==> src/rtl/mul_repadd_pkg.sv <==
// Shared types and helpers for the repeated-addition multiplier.
// Contents: controller state encoding, magnitude helper for operand capture.
package mul_repadd_pkg;

    // Widest operand the magnitude helper accepts.
    localparam int unsigned MAX_W = 64;

    typedef enum logic [1:0] {
        IDLE = 2'd0,
        RUN  = 2'd1,
        DONE = 2'd2
    } state_t;

    // Magnitude of a value already sign-extended to MAX_W bits.
    // With signed_mode clear the value is returned untouched.
    function automatic logic [MAX_W-1:0] abs_mag(input logic [MAX_W-1:0] value,
                                                 input logic             signed_mode);
        if (signed_mode && value[MAX_W-1]) begin
            return -value;
        end
        return value;
    endfunction

endpackage

==> src/rtl/mul_repadd_dp.sv <==
// Datapath for mul_repadd_unit: operand magnitudes, addend/counter/accumulator
// registers, the accumulate adder, counter zero detect and result negation.
// Ports:
//   clk, rst         clock, synchronous active-high reset
//   load             capture operands (larger magnitude -> addend, smaller -> counter)
//   dec              accumulate addend once and decrement the counter
//   clr              clear the accumulator
//   wr_result        write the signed-corrected accumulator into product
//   a_in, b_in       operands (WIDTH bits)
//   cnt_zero         counter is zero
//   product          last result (2*WIDTH bits)
module mul_repadd_dp
    import mul_repadd_pkg::*;
#(
    parameter int unsigned WIDTH  = 16,
    parameter int unsigned SIGNED = 0
) (
    input  logic               clk,
    input  logic               rst,
    input  logic               load,
    input  logic               dec,
    input  logic               clr,
    input  logic               wr_result,
    input  logic [WIDTH-1:0]   a_in,
    input  logic [WIDTH-1:0]   b_in,
    output logic               cnt_zero,
    output logic [2*WIDTH-1:0] product
);

    localparam int unsigned PW = 2 * WIDTH;

    logic [MAX_W-1:0] ext_a;
    logic [MAX_W-1:0] ext_b;
    logic [WIDTH-1:0] mag_a;
    logic [WIDTH-1:0] mag_b;
    logic             sign_a;
    logic             sign_b;
    logic [PW-1:0]    result_c;

    logic [WIDTH-1:0] addend;
    logic [WIDTH-1:0] cnt;
    logic [PW-1:0]    acc;
    logic             neg;

    // Operand magnitudes; -2^(WIDTH-1) fits as a WIDTH-bit unsigned value.
    always_comb begin
        if (SIGNED != 0) begin
            ext_a  = MAX_W'($signed(a_in));
            ext_b  = MAX_W'($signed(b_in));
            sign_a = a_in[WIDTH-1];
            sign_b = b_in[WIDTH-1];
        end else begin
            ext_a  = MAX_W'(a_in);
            ext_b  = MAX_W'(b_in);
            sign_a = 1'b0;
            sign_b = 1'b0;
        end
        mag_a = WIDTH'(abs_mag(ext_a, SIGNED != 0));
        mag_b = WIDTH'(abs_mag(ext_b, SIGNED != 0));
    end

    assign cnt_zero = (cnt == '0);

    // Zero is never negated so a signed zero result stays all-zeros.
    always_comb begin
        result_c = acc;
        if (neg && (acc != '0)) begin
            result_c = -acc;
        end
    end

    // Operand, loop and result registers.
    always_ff @(posedge clk) begin
        if (rst) begin
            addend  <= '0;
            cnt     <= '0;
            acc     <= '0;
            neg     <= 1'b0;
            product <= '0;
        end else begin
            if (load) begin
                // Count down the smaller magnitude to bound latency; ties keep A as addend.
                if (mag_a >= mag_b) begin
                    addend <= mag_a;
                    cnt    <= mag_b;
                end else begin
                    addend <= mag_b;
                    cnt    <= mag_a;
                end
                neg <= sign_a ^ sign_b;
            end else if (dec) begin
                cnt <= cnt - WIDTH'(1);
            end

            if (clr) begin
                acc <= '0;
            end else if (dec) begin
                acc <= acc + PW'(addend);
            end

            if (wr_result) begin
                product <= result_c;
            end
        end
    end

endmodule

==> src/rtl/mul_repadd_unit.sv <==
// Multiply-by-repeated-addition unit: controller FSM plus datapath instance.
// Ports:
//   clk, rst         clock, synchronous active-high reset
//   start            request, sampled only while ready
//   a_in, b_in       operands (WIDTH bits), sampled with start
//   ready            high in IDLE
//   busy             high in RUN and DONE
//   done             one-cycle pulse, product valid from this cycle
//   product          last result (2*WIDTH bits), held until the next done
module mul_repadd_unit
    import mul_repadd_pkg::*;
#(
    parameter int unsigned WIDTH  = 16,
    parameter int unsigned SIGNED = 0
) (
    input  logic               clk,
    input  logic               rst,
    input  logic               start,
    input  logic [WIDTH-1:0]   a_in,
    input  logic [WIDTH-1:0]   b_in,
    output logic               ready,
    output logic               busy,
    output logic               done,
    output logic [2*WIDTH-1:0] product
);

    state_t state;
    state_t state_d;
    logic   ready_d;
    logic   busy_d;
    logic   done_d;
    logic   load;
    logic   dec;
    logic   clr;
    logic   wr_result;
    logic   cnt_zero;

    // State and status-output registers.
    always_ff @(posedge clk) begin
        if (rst) begin
            state <= IDLE;
            ready <= 1'b1;
            busy  <= 1'b0;
            done  <= 1'b0;
        end else begin
            state <= state_d;
            ready <= ready_d;
            busy  <= busy_d;
            done  <= done_d;
        end
    end

    // Next-state, datapath controls, and next values of the status outputs.
    always_comb begin
        state_d   = state;
        load      = 1'b0;
        dec       = 1'b0;
        clr       = 1'b0;
        wr_result = 1'b0;

        unique case (state)
            IDLE: begin
                if (start) begin
                    load    = 1'b1;
                    clr     = 1'b1;
                    state_d = RUN;
                end
            end
            RUN: begin
                if (cnt_zero) begin
                    wr_result = 1'b1;
                    state_d   = DONE;
                end else begin
                    dec = 1'b1;
                end
            end
            DONE: begin
                state_d = IDLE;
            end
            default: begin
                state_d = IDLE;
            end
        endcase

        ready_d = (state_d == IDLE);
        busy_d  = (state_d != IDLE);
        done_d  = (state_d == DONE);
    end

    mul_repadd_dp #(
        .WIDTH  (WIDTH),
        .SIGNED (SIGNED)
    ) u_dp (
        .clk       (clk),
        .rst       (rst),
        .load      (load),
        .dec       (dec),
        .clr       (clr),
        .wr_result (wr_result),
        .a_in      (a_in),
        .b_in      (b_in),
        .cnt_zero  (cnt_zero),
        .product   (product)
    );

endmodule

==> config.mk <==
export PLATFORM = sky130hd
export DESIGN_NAME = mul_repadd_unit
export DESIGN_NICKNAME = d
export VERILOG_FILES = /design/src/rtl/mul_repadd_pkg.sv /design/src/rtl/mul_repadd_dp.sv /design/src/rtl/mul_repadd_unit.sv
export SDC_FILE = /design/constraint.sdc
export NUM_CORES = 1
export LEC_CHECK = 0
export CAP_MARGIN = 20
export CELL_PAD_IN_SITES_DETAIL_PLACEMENT = 1
export CELL_PAD_IN_SITES_GLOBAL_PLACEMENT = 1
export CORE_ASPECT_RATIO = 0.8
export CORE_MARGIN = 2
export CORE_UTILIZATION = 47
export CTS_BUF_LIST = sky130_fd_sc_hd__clkbuf_8
export DETAILED_ROUTE_END_ITERATION = 10
export MAX_ROUTING_LAYER = met4
export PLACE_DENSITY_LB_ADDON = 0.12
export SLEW_MARGIN = 0
export SYNTH_ARGS = -nofsm -noshare
export SYNTH_HDL_FRONTEND = slang
export SYNTH_SLANG_ARGS = --single-unit
==> constraint.sdc <==
create_clock -name clk -period 4.19 [get_ports clk]
set_input_delay 0.838 -clock clk [delete_from_list [all_inputs] [get_ports clk]]
set_output_delay 0.838 -clock clk [all_outputs]
set_load 0.1 [all_outputs]
* Word level (Yosys, flattened, before mapping) *
Cells that the tools add are included.

word-level totals
  bits of input ports = 35
  word-level logic and storage cells = 32
  register bits after elaboration = 101
  output and inout port bits = 35

operators by class
  reductions and logical operators = 6
  mux-type cells = 13
  eq/ne operators = 2
  order comparisons = 1
  add/subtract/negate cells = 2

operators by type and width
  cell                                                  number
  2-to-1 mux 16 bit                                     4
  adder 32 x 16 -> 32 bit                               1
  greater-or-equal comparator 16 bit                    1
  zero test 16 bit                                      1
  subtractor 16 x 1 -> 16 bit (second input constant)   1
  2-to-1 mux 1 bit                                      6
  zero test 2 bit                                       2
  2-to-1 mux 2 bit                                      2
  one-hot mux 2 bit (2 select lines)                    1
  nonzero test 2 bit                                    2
  equality test 2 x 1 -> 1 bit (second input constant)  1
  equality test 2 bit (second input constant)           1
  OR reduction 2 bit                                    1

* Logic depth before layout (Yosys ltp) *
Gate-level depths: netlist (run 1).

  depth in word-level cells = 5
  mapped depth = 10
  gate-level depth less buffers = 9

* Cells and area by module *
Synthesis (run 1) repeated with hierarchy kept, for this count alone.

second synthesis, totals
  cells, all modules = 632
  area total of the unflattened synthesis = 5627.9 sq um

by module, submodules not included
  module           times used  cells an instance  area an instance (sq um)
  mul_repadd_dp    1           615                5465.2
  mul_repadd_unit  1           17                 162.7

* Worst setup path before layout (run 1) *
No wires, ideal clock.

  path kind = in2reg
  start point = input a_in[0]
  end point = register u_dp.cnt[0]
  stages = 10
  slack = 1.377 ns
  path buffers = 1
  arrival = 2.678 ns
  data required time = 4.054 ns
  setup time = 0.136 ns
  cell sequence = inv_1 > ha_1 > nand2b_1 > a21o_1 > a211oi_1 > o31ai_1 > a21oi_1 > buf_2 > mux2i_1 > a211oi_2

on the way
  longest elaborated chain between the ends = 3

ends and longest elaborated chain
  item                                RTL line               text
  from (decl)                         mul_repadd_unit.sv:19  input logic [WIDTH-1:0] a_in,
  greater-or-equal comparator 16 bit  mul_repadd_dp.sv:83    if (mag_a >= mag_b) begin
  2-to-1 mux 16 bit *                 mul_repadd_dp.sv:83
  2-to-1 mux 16 bit *                 mul_repadd_dp.sv:81    if (load) begin
  to (signal assigned)                mul_repadd_dp.sv:85    cnt <= mag_b;
  to (signal assigned)                mul_repadd_dp.sv:88    cnt <= mag_a;
  to (signal assigned)                mul_repadd_dp.sv:92    cnt <= cnt - WIDTH'(1);
  to (decl)                           mul_repadd_dp.sv:41    logic [WIDTH-1:0] cnt;

Every way passes the cells marked *; elsewhere a longest branch is shown, timed or not.
A chain may end at the register's enable or synchronous reset.

* Worst setup path after layout (run 1) *
  start point = register u_dp.addend[0]
  end point = register u_dp.acc[20]

on the way
  longest elaborated chain between the ends = 1

ends and longest elaborated chain
  item                     RTL line             text
  from (decl)              mul_repadd_dp.sv:40  logic [WIDTH-1:0] addend;
  from (signal assigned)   mul_repadd_dp.sv:84  addend <= mag_a;
  from (signal assigned)   mul_repadd_dp.sv:87  addend <= mag_b;
  adder 32 x 16 -> 32 bit  mul_repadd_dp.sv:98  acc <= acc + PW'(addend);
  to (signal assigned)     mul_repadd_dp.sv:98
  to (decl)                mul_repadd_dp.sv:42  logic [PW-1:0] acc;

No other way between the ends.

==> summary.md, run 1 <==
| Metric | Value |
|---|---|
| Status | finished, final reports clean |
| # hold bufs at CTS | 0 |
| Final WL | about 16000 µm |
| Post-CTS setup buffers | 0 |
| Maximum clock path buffer count | 2 |
| Die W | 125.6 µm |
| # Max-Cap Violations | 0 |
| First-pass GRT wire length | around 27000 µm |
| Post-route ant nets | 0 |
| Ys Warns | 0 |
| Syn nets | 738 |
| H-tree depth | 3 |
| Top-area cell type share of the netlist area | 0.3636 |
| Cell Area, Synth | 5560 µm² |
| Clock latency on the worst-skew pair | 380 ps |
| Design Area, Final | 6541 µm² |
| Top cells by area, synth | dfxtp_1, ha_1, nand2_1 |
| Largest area contributor in the netlist | dfxtp_1 |
| Num rows | 35 |
| Reg2Reg Launch Point | u_dp.addend[0]$_SDFFE_PP0P_ |
| Clock Skews | about 17 ps |
| Setup repair after global routing missed its margin | false |
| Final instance count without filler cells | approximately 870 |
| CTS tree | yes |
| Tot GR Track Use | 0.2695 |
| CTS buffer count | 9 |
| Final min period | ~3300 ps |
| Least-Margin Pin Slew | just under 1000 ps |
| Pleak | approximately 0.0026 µW |
| Slew Limit Fails | 0 |
| Cell variety after synth | 57 |
| FMAX | roughly 300 MHz |
| Min-delay src | u_dp.product[21]$_SDFFE_PP0P_ |
| CTS Root Cell | clkbuf_8 |
| Synth-to-layout area growth | 17.64% |
| Ys flop type | dfxtp_1 |
| P per Cell Area | roughly 320 nW/µm² |
| GR Overflow Total | 0 |
| Drt first-iter violations | between 200 and 250 |
| Worst Setup SP | u_dp.addend[0]$_SDFFE_PP0P_ |
| Hold Path End | u_dp.product[21]$_SDFFE_PP0P_ |
| Synthesized instance count | 668 |
| Via count | slightly above 5000 |
| Core Footprint | roughly 12000 µm² |
| Setup TNS | 0 ps |
| Mapped Avg Cell Area | 8.324 µm² |
| Max transition margin | 0.3396 |
| Share of layout cells above drive strength 1 | 0.05785 |
| Setup slack, reg-to-reg | between 800 and 900 ps |
| Die H | 101.3 µm |
| CP Max Fanout | 5 |
| Dpl cells | about 860 |
| WHS | ~460 ps |
| Yosys reg bits | 101 |
| I/O pin cnt | 70 |
| Die Area | 12720 µm² |
| R2R depth | 10 |
| Final count of negative-setup-slack endpoints | 0 |
| Initial DRT Pass Iterations | 4 |
| Final Hold Fails | 0 |
| Startpoint types | register |
| Vias in the first global route | around 5200 |
| Worst vdd ir | about 0.16 mV |
| Ys async rst share | 0 |
| Power Total | roughly 2100 µW |
| Routability-driven placement congestion ratio | approximately 0.83 |
| Starting density of the core | 0.4828 |
| Vias per Instance | around 5.8 |
| Initial antenna violation count | 0 |
| Worst hold path class | register to register |
| Clk slew on worst S/H paths | 110 ps |
| Setup crit end kind | register |
| DR DRC count | 0 |
| Post-DP HPWL | 12220 µm |
| Port Buffers | slightly below 70 |
| Worst Path Required | between 4000 and 5000 ps |
| Nets | 791 |
| Number of synthesized flops with an enable pin | 0 |
| Critical path class | register to register |
| Hold depth | 2 |
| Clock sink total | 101 |
| Fillers | about 1400 |
| ANT cells | 0 |
| WL/cell | approximately 19 µm |
| Fin crit share | 0.7928 |
| Post-synthesis sequential area ratio | 0.3636 |
| CP arrival | roughly 3600 ps |
| Pin count of the biggest net entering global routing | 72 |
| Post-DP Area | about 6400 µm² |
| FF-to-FF End | u_dp.acc[20]$_SDFFE_PP0P_ |
| Post-cts sizing count | 0 |
per-stage QoR:
step,utilization,worst slack [ps]
floorplan,-,1377
global placement,0.5504,668.9
global route,0.5680,774.7
detailed placement,0.5527,540.7
CTS,0.5680,935.2
finish,0.5680,868.3
cells in the final DEF (no fill, tap or decap), types with 5 or more instances in the layout:
cell type,instances
and3_1,6
inv_1,28
xor2_1,8
clkdlybuf4s50_1,68
dfxtp_1,101
ha_1,34
nand4_1,10
a211o_1,5
a21oi_1,60
mux2i_1,37
a21o_1,13
nor3_1,10
nor2_1,60
o31ai_1,5
nand2_1,106
clkbuf_8,9
o21ai_0,9
nand3_1,13
xnor2_1,19
buf_4,9
a211oi_1,44
nor4_1,5
synthesized netlist by cell type (all sizes together), types with 3 or more instances:
cell and n:
a211o 5, a211oi 46, a21o 13, a21oi 61
a31oi 4, and2 4, and3 6, buf 10
clkbuf 28, dfxtp 101, ha 34, inv 27
mux2i 37, nand2 106, nand2b 4, nand3 14
nand4 10, nor2 60, nor3 10, nor4 5
o211ai 3, o21a 4, o21ai 11, o21bai 3
o31ai 5, or2 3, xnor2 20, xor2 8
registers in the layout, indices dropped and copies added, names as in the netlist:
register and cells:
u_dp.acc 32, u_dp.cnt 16, busy 1, u_dp.product 32, state 2, u_dp.addend 16, done 1, ready 1
kinds of logic (layout without fill, tap and decap cells):
logic type      after synthesis  count (layout)  synth area share
mux                          37              37           0.06661
compound gates              167             167            0.2012
simple gates                235             235            0.1901
buf+inv                      65             123           0.05288
fa+ha+maj                    35              35           0.08011
flops                       101             101            0.3636
xor+xnor                     28              28           0.04546
critical path, cell delays in order (launching register included):
cell,delay [ps]
dfxtp_1,390
ha_1,240
fa_1,440
a211o_1,330
a21oi_1,150
buf_4,160
o32ai_1,90
o31ai_1,700
a21oi_1,350
a21bo_2,290
a21oi_1,100
layer usage:
layer / vias to the layer above / global-route usage / routed length [µm]
li1: 2470 / - / -
met1: 2488 / 0.3378 / 7736
met5: - / - / 0
met2: 84 / 0.4561 / 7856
met3: 16 / 0.04437 / 538
met4: 0 / 0.07094 / 189
power breakdown:
group	total [µW]	internal, µW	switching (µW)
logic	453	185	268
clock network	582	220	363
registers	1040	1000	41.3
how the worst max path moves through the flow:
stage                                   to  slack [ps]  cells past startpoint
3_5_place_dp   u_dp.addend[8]$_SDFFE_PP0P_         540                     11
6_report         u_dp.acc[20]$_SDFFE_PP0P_         870                     10
3_3_place_gp      u_dp.cnt[6]$_SDFFE_PP0P_         670                     11
2_1_floorplan     u_dp.cnt[0]$_SDFFE_PP0P_        1380                     10
4_1_cts        u_dp.addend[2]$_SDFFE_PP0P_         940                     11
5_1_grt        u_dp.addend[8]$_SDFFE_PP0P_         770                     11
layout make-up:
class                      count  area (µm²)  area share
multi-input combinational    502        3257      0.4979
timing repair buffer          80       800.8      0.1224
clock buffer                   9       123.9     0.01894
inverter                      27       101.3     0.01549
tap                          148       185.2     0.02831
sequential                   101        2022      0.3091
clock inverter                 7       51.30    0.007842
No activity file was read; power rests on OpenSTA's default activity.
==> inputs of run 2 (changes only) <==
- CORE_UTILIZATION: 47 -> 43
- clock period: 4.19 -> 3.4 ns (I/O delays scaled with it)
==> summary.md, run 2 (synthesis results as in run 1) <==
| Metric | Value |
|---|---|
| Fin crit share | 0.8675 (+0.07470) |
| Least-Margin Pin Slew | 969.9 ps (-17.71 ps) |
| Setup repair after global routing missed its margin | false |
| Share of layout cells above drive strength 1 | 0.1068 (+0.04900) |
| Initial antenna violation count | 0 (unchanged) |
| Final min period | 2949 ps (-372.3 ps) |
| Critical path class | register to register |
| Worst hold path class | register to register |
| Largest stage delay, worst path | 530 ps (-170 ps) |
| P per Cell Area | 395.8 nW/µm² (+25%) |
| Final count of negative-setup-slack endpoints | 0 (unchanged) |
| Tot GR Track Use | 0.2386 (-0.03088) |
| Worst vdd ir | 0.2175 mV (+35%) |
| Synth-to-layout area growth | 17.17% |
| Initial DRT Pass Iterations | 4 (unchanged) |
| GR Overflow Total | 0 (unchanged) |
| Clock latency on the worst-skew pair | 380 ps (about the same) |
| Pin count of the biggest net entering global routing | 72 (unchanged) |
| Status | finished, final reports clean |
| First-pass GRT wire length | 26020 µm (-2.2%) |
| Core Footprint | 12730 µm² (+11%) |
| Max transition margin | 0.3514 (+0.01184) |
| Slew Limit Fails | 0 (unchanged) |
| WL/cell | 17.31 µm (-7.3%) |
| Nets | 795 (+0.51%) |
| Vias in the first global route | 5142 (-0.79%) |
| ANT cells | 0 (unchanged) |
| Setup crit end kind | register |
| Clk slew on worst S/H paths | 100 ps (about the same) |
| CP cell instances | ha_1, nand4_1, nor3_1, o31ai_1, a21oi_1, o21ai_0, a211oi_1, mux2i_1 |
| Vias per Instance | 5.539 (-4.3%) |
| Commonest non-fill, non-tap cell in the layout | nand2_1 |
| CP Max Fanout | 6 (+1) |
| Final Hold Fails | 0 (unchanged) |
| I/O pin cnt | 70 (unchanged) |
| Final WL | 15670 µm (-4.0%) |
| Via count | 5013 (-0.89%) |
| Startpoint types | register |
| Die W | 131.1 µm (+4.4%) |
| CTS buffer count | 9 (unchanged) |
| Port Buffers | 69 (unchanged) |
| Die H | 105.7 µm (+4.4%) |
| Post-route core utilization | 0.5117 (-0.05621) |
| Worst Path Required | 3710 ps (-780 ps) |
| Post-CTS setup buffers | 0 (unchanged) |
| Setup TNS | 0 ps (unchanged) |
| Commonest cells after routing, fill and taps aside | nand2_1, dfxtp_1, nor2_1, a21oi_1, buf_4 |
| CTS Root Cell | clkbuf_8 |
| Num rows | 37 (+5.7%) |
| H-tree depth | 3 (unchanged) |
| # Max-Cap Violations | 0 (unchanged) |
| CTS tree | yes |
| FMAX | 339.1 MHz (+13%) |
| Routability-driven placement congestion ratio | 0.8543 (+2.3%) |
| # hold bufs at CTS | 0 (unchanged) |
| Biggest regs | u_dp.acc x32, u_dp.product x32 |
| Clock Skews | 21.62 ps (+4.757 ps) |
| CP arrival | 3260 ps (-360 ps) |
| Crit-path slowest cell | a21oi_1 |
| Post-cts sizing count | 0 (unchanged) |
| Clock sink total | 101 (unchanged) |
| Pleak | 0.002712 µW (+2.7%) |
| Starting density of the core | 0.4368 (-0.04602) |
| Drt first-iter violations | 256 (+11%) |
| Maximum clock path buffer count | 2 (unchanged) |
| Post-DP HPWL | 11680 µm (-4.4%) |
| Post-route ant nets | 0 (unchanged) |
| Die Area | 13860 µm² (+9.0%) |
| DR DRC count | 0 (unchanged) |
==> run 2: worst paths after layout <==
| check | startpoint | endpoint | slack, ps | cells after the start |
|---|---|---|---|---|
| worst max-delay path | u_dp.acc[5]$_SDFFE_PP0P_ | u_dp.acc[21]$_SDFFE_PP0P_ | 450 | 8 |
| worst min-delay path | u_dp.product[21]$_SDFFE_PP0P_ | u_dp.product[21]$_SDFFE_PP0P_ | 460 | 2 |
| worst max register to register | u_dp.acc[5]$_SDFFE_PP0P_ | u_dp.acc[21]$_SDFFE_PP0P_ | 450 | 8 |
| worst min register to register | u_dp.product[21]$_SDFFE_PP0P_ | u_dp.product[21]$_SDFFE_PP0P_ | 460 | 2 |
==> run 2: final cells by class <==
cell class,instances,area (µm²)
clock buffer,10,137.6
clock inverter,6,45.04
fill,1544,6216
inverter,27,101.3
multi-input combinational,502,3257
sequential,101,2022
tap,175,219.0
timing repair buffer,84,733.2
==> run 2: power by group <==
group | switching (µW) | total [µW] | internal [µW]
logic | 322 | 552 | 231
clock network | 450 | 741 | 292
registers | 50.0 | 1290 | 1240
==> run 2: per-layer routing <==
metal	track usage	up-vias	wire length, µm
met5	-	-	0
met3	0.03992	22	559
met2	0.3714	88	6994
met4	0.07453	0	306
met1	0.3192	2429	7808
li1	-	2474	-
==> run 2: stage by stage <==
| stage | cell area (µm²) | total power (µW) | instances | worst slack, ps | hold slack, ps |
|---|---|---|---|---|---|
| after floorplan | 5560 | 1689 | 668 | 744.5 | 441.6 |
| after global placement | 6332 | 1839 | 889 | 206.7 | 443.6 |
| after detailed placement | 6332 | 1861 | 889 | 141.5 | 447.9 |
| after CTS | 6515 | 2606 | 905 | 544.0 | 462.6 |
| after global routing | 6515 | 2718 | 905 | 220.8 | 480.2 |
| final | 6515 | 2579 | 905 | 450.6 | 461.2 |
==> run 2: worst max-delay path, delay by kind of cell (launching register included) <==
family                     cells  cell delay [ps]
AOI/OAI and AO/OA              4             1470
and+or+nand+nor                2              430
adders and majority gates      1              400
DFF                            1              360
muxes                          1              220
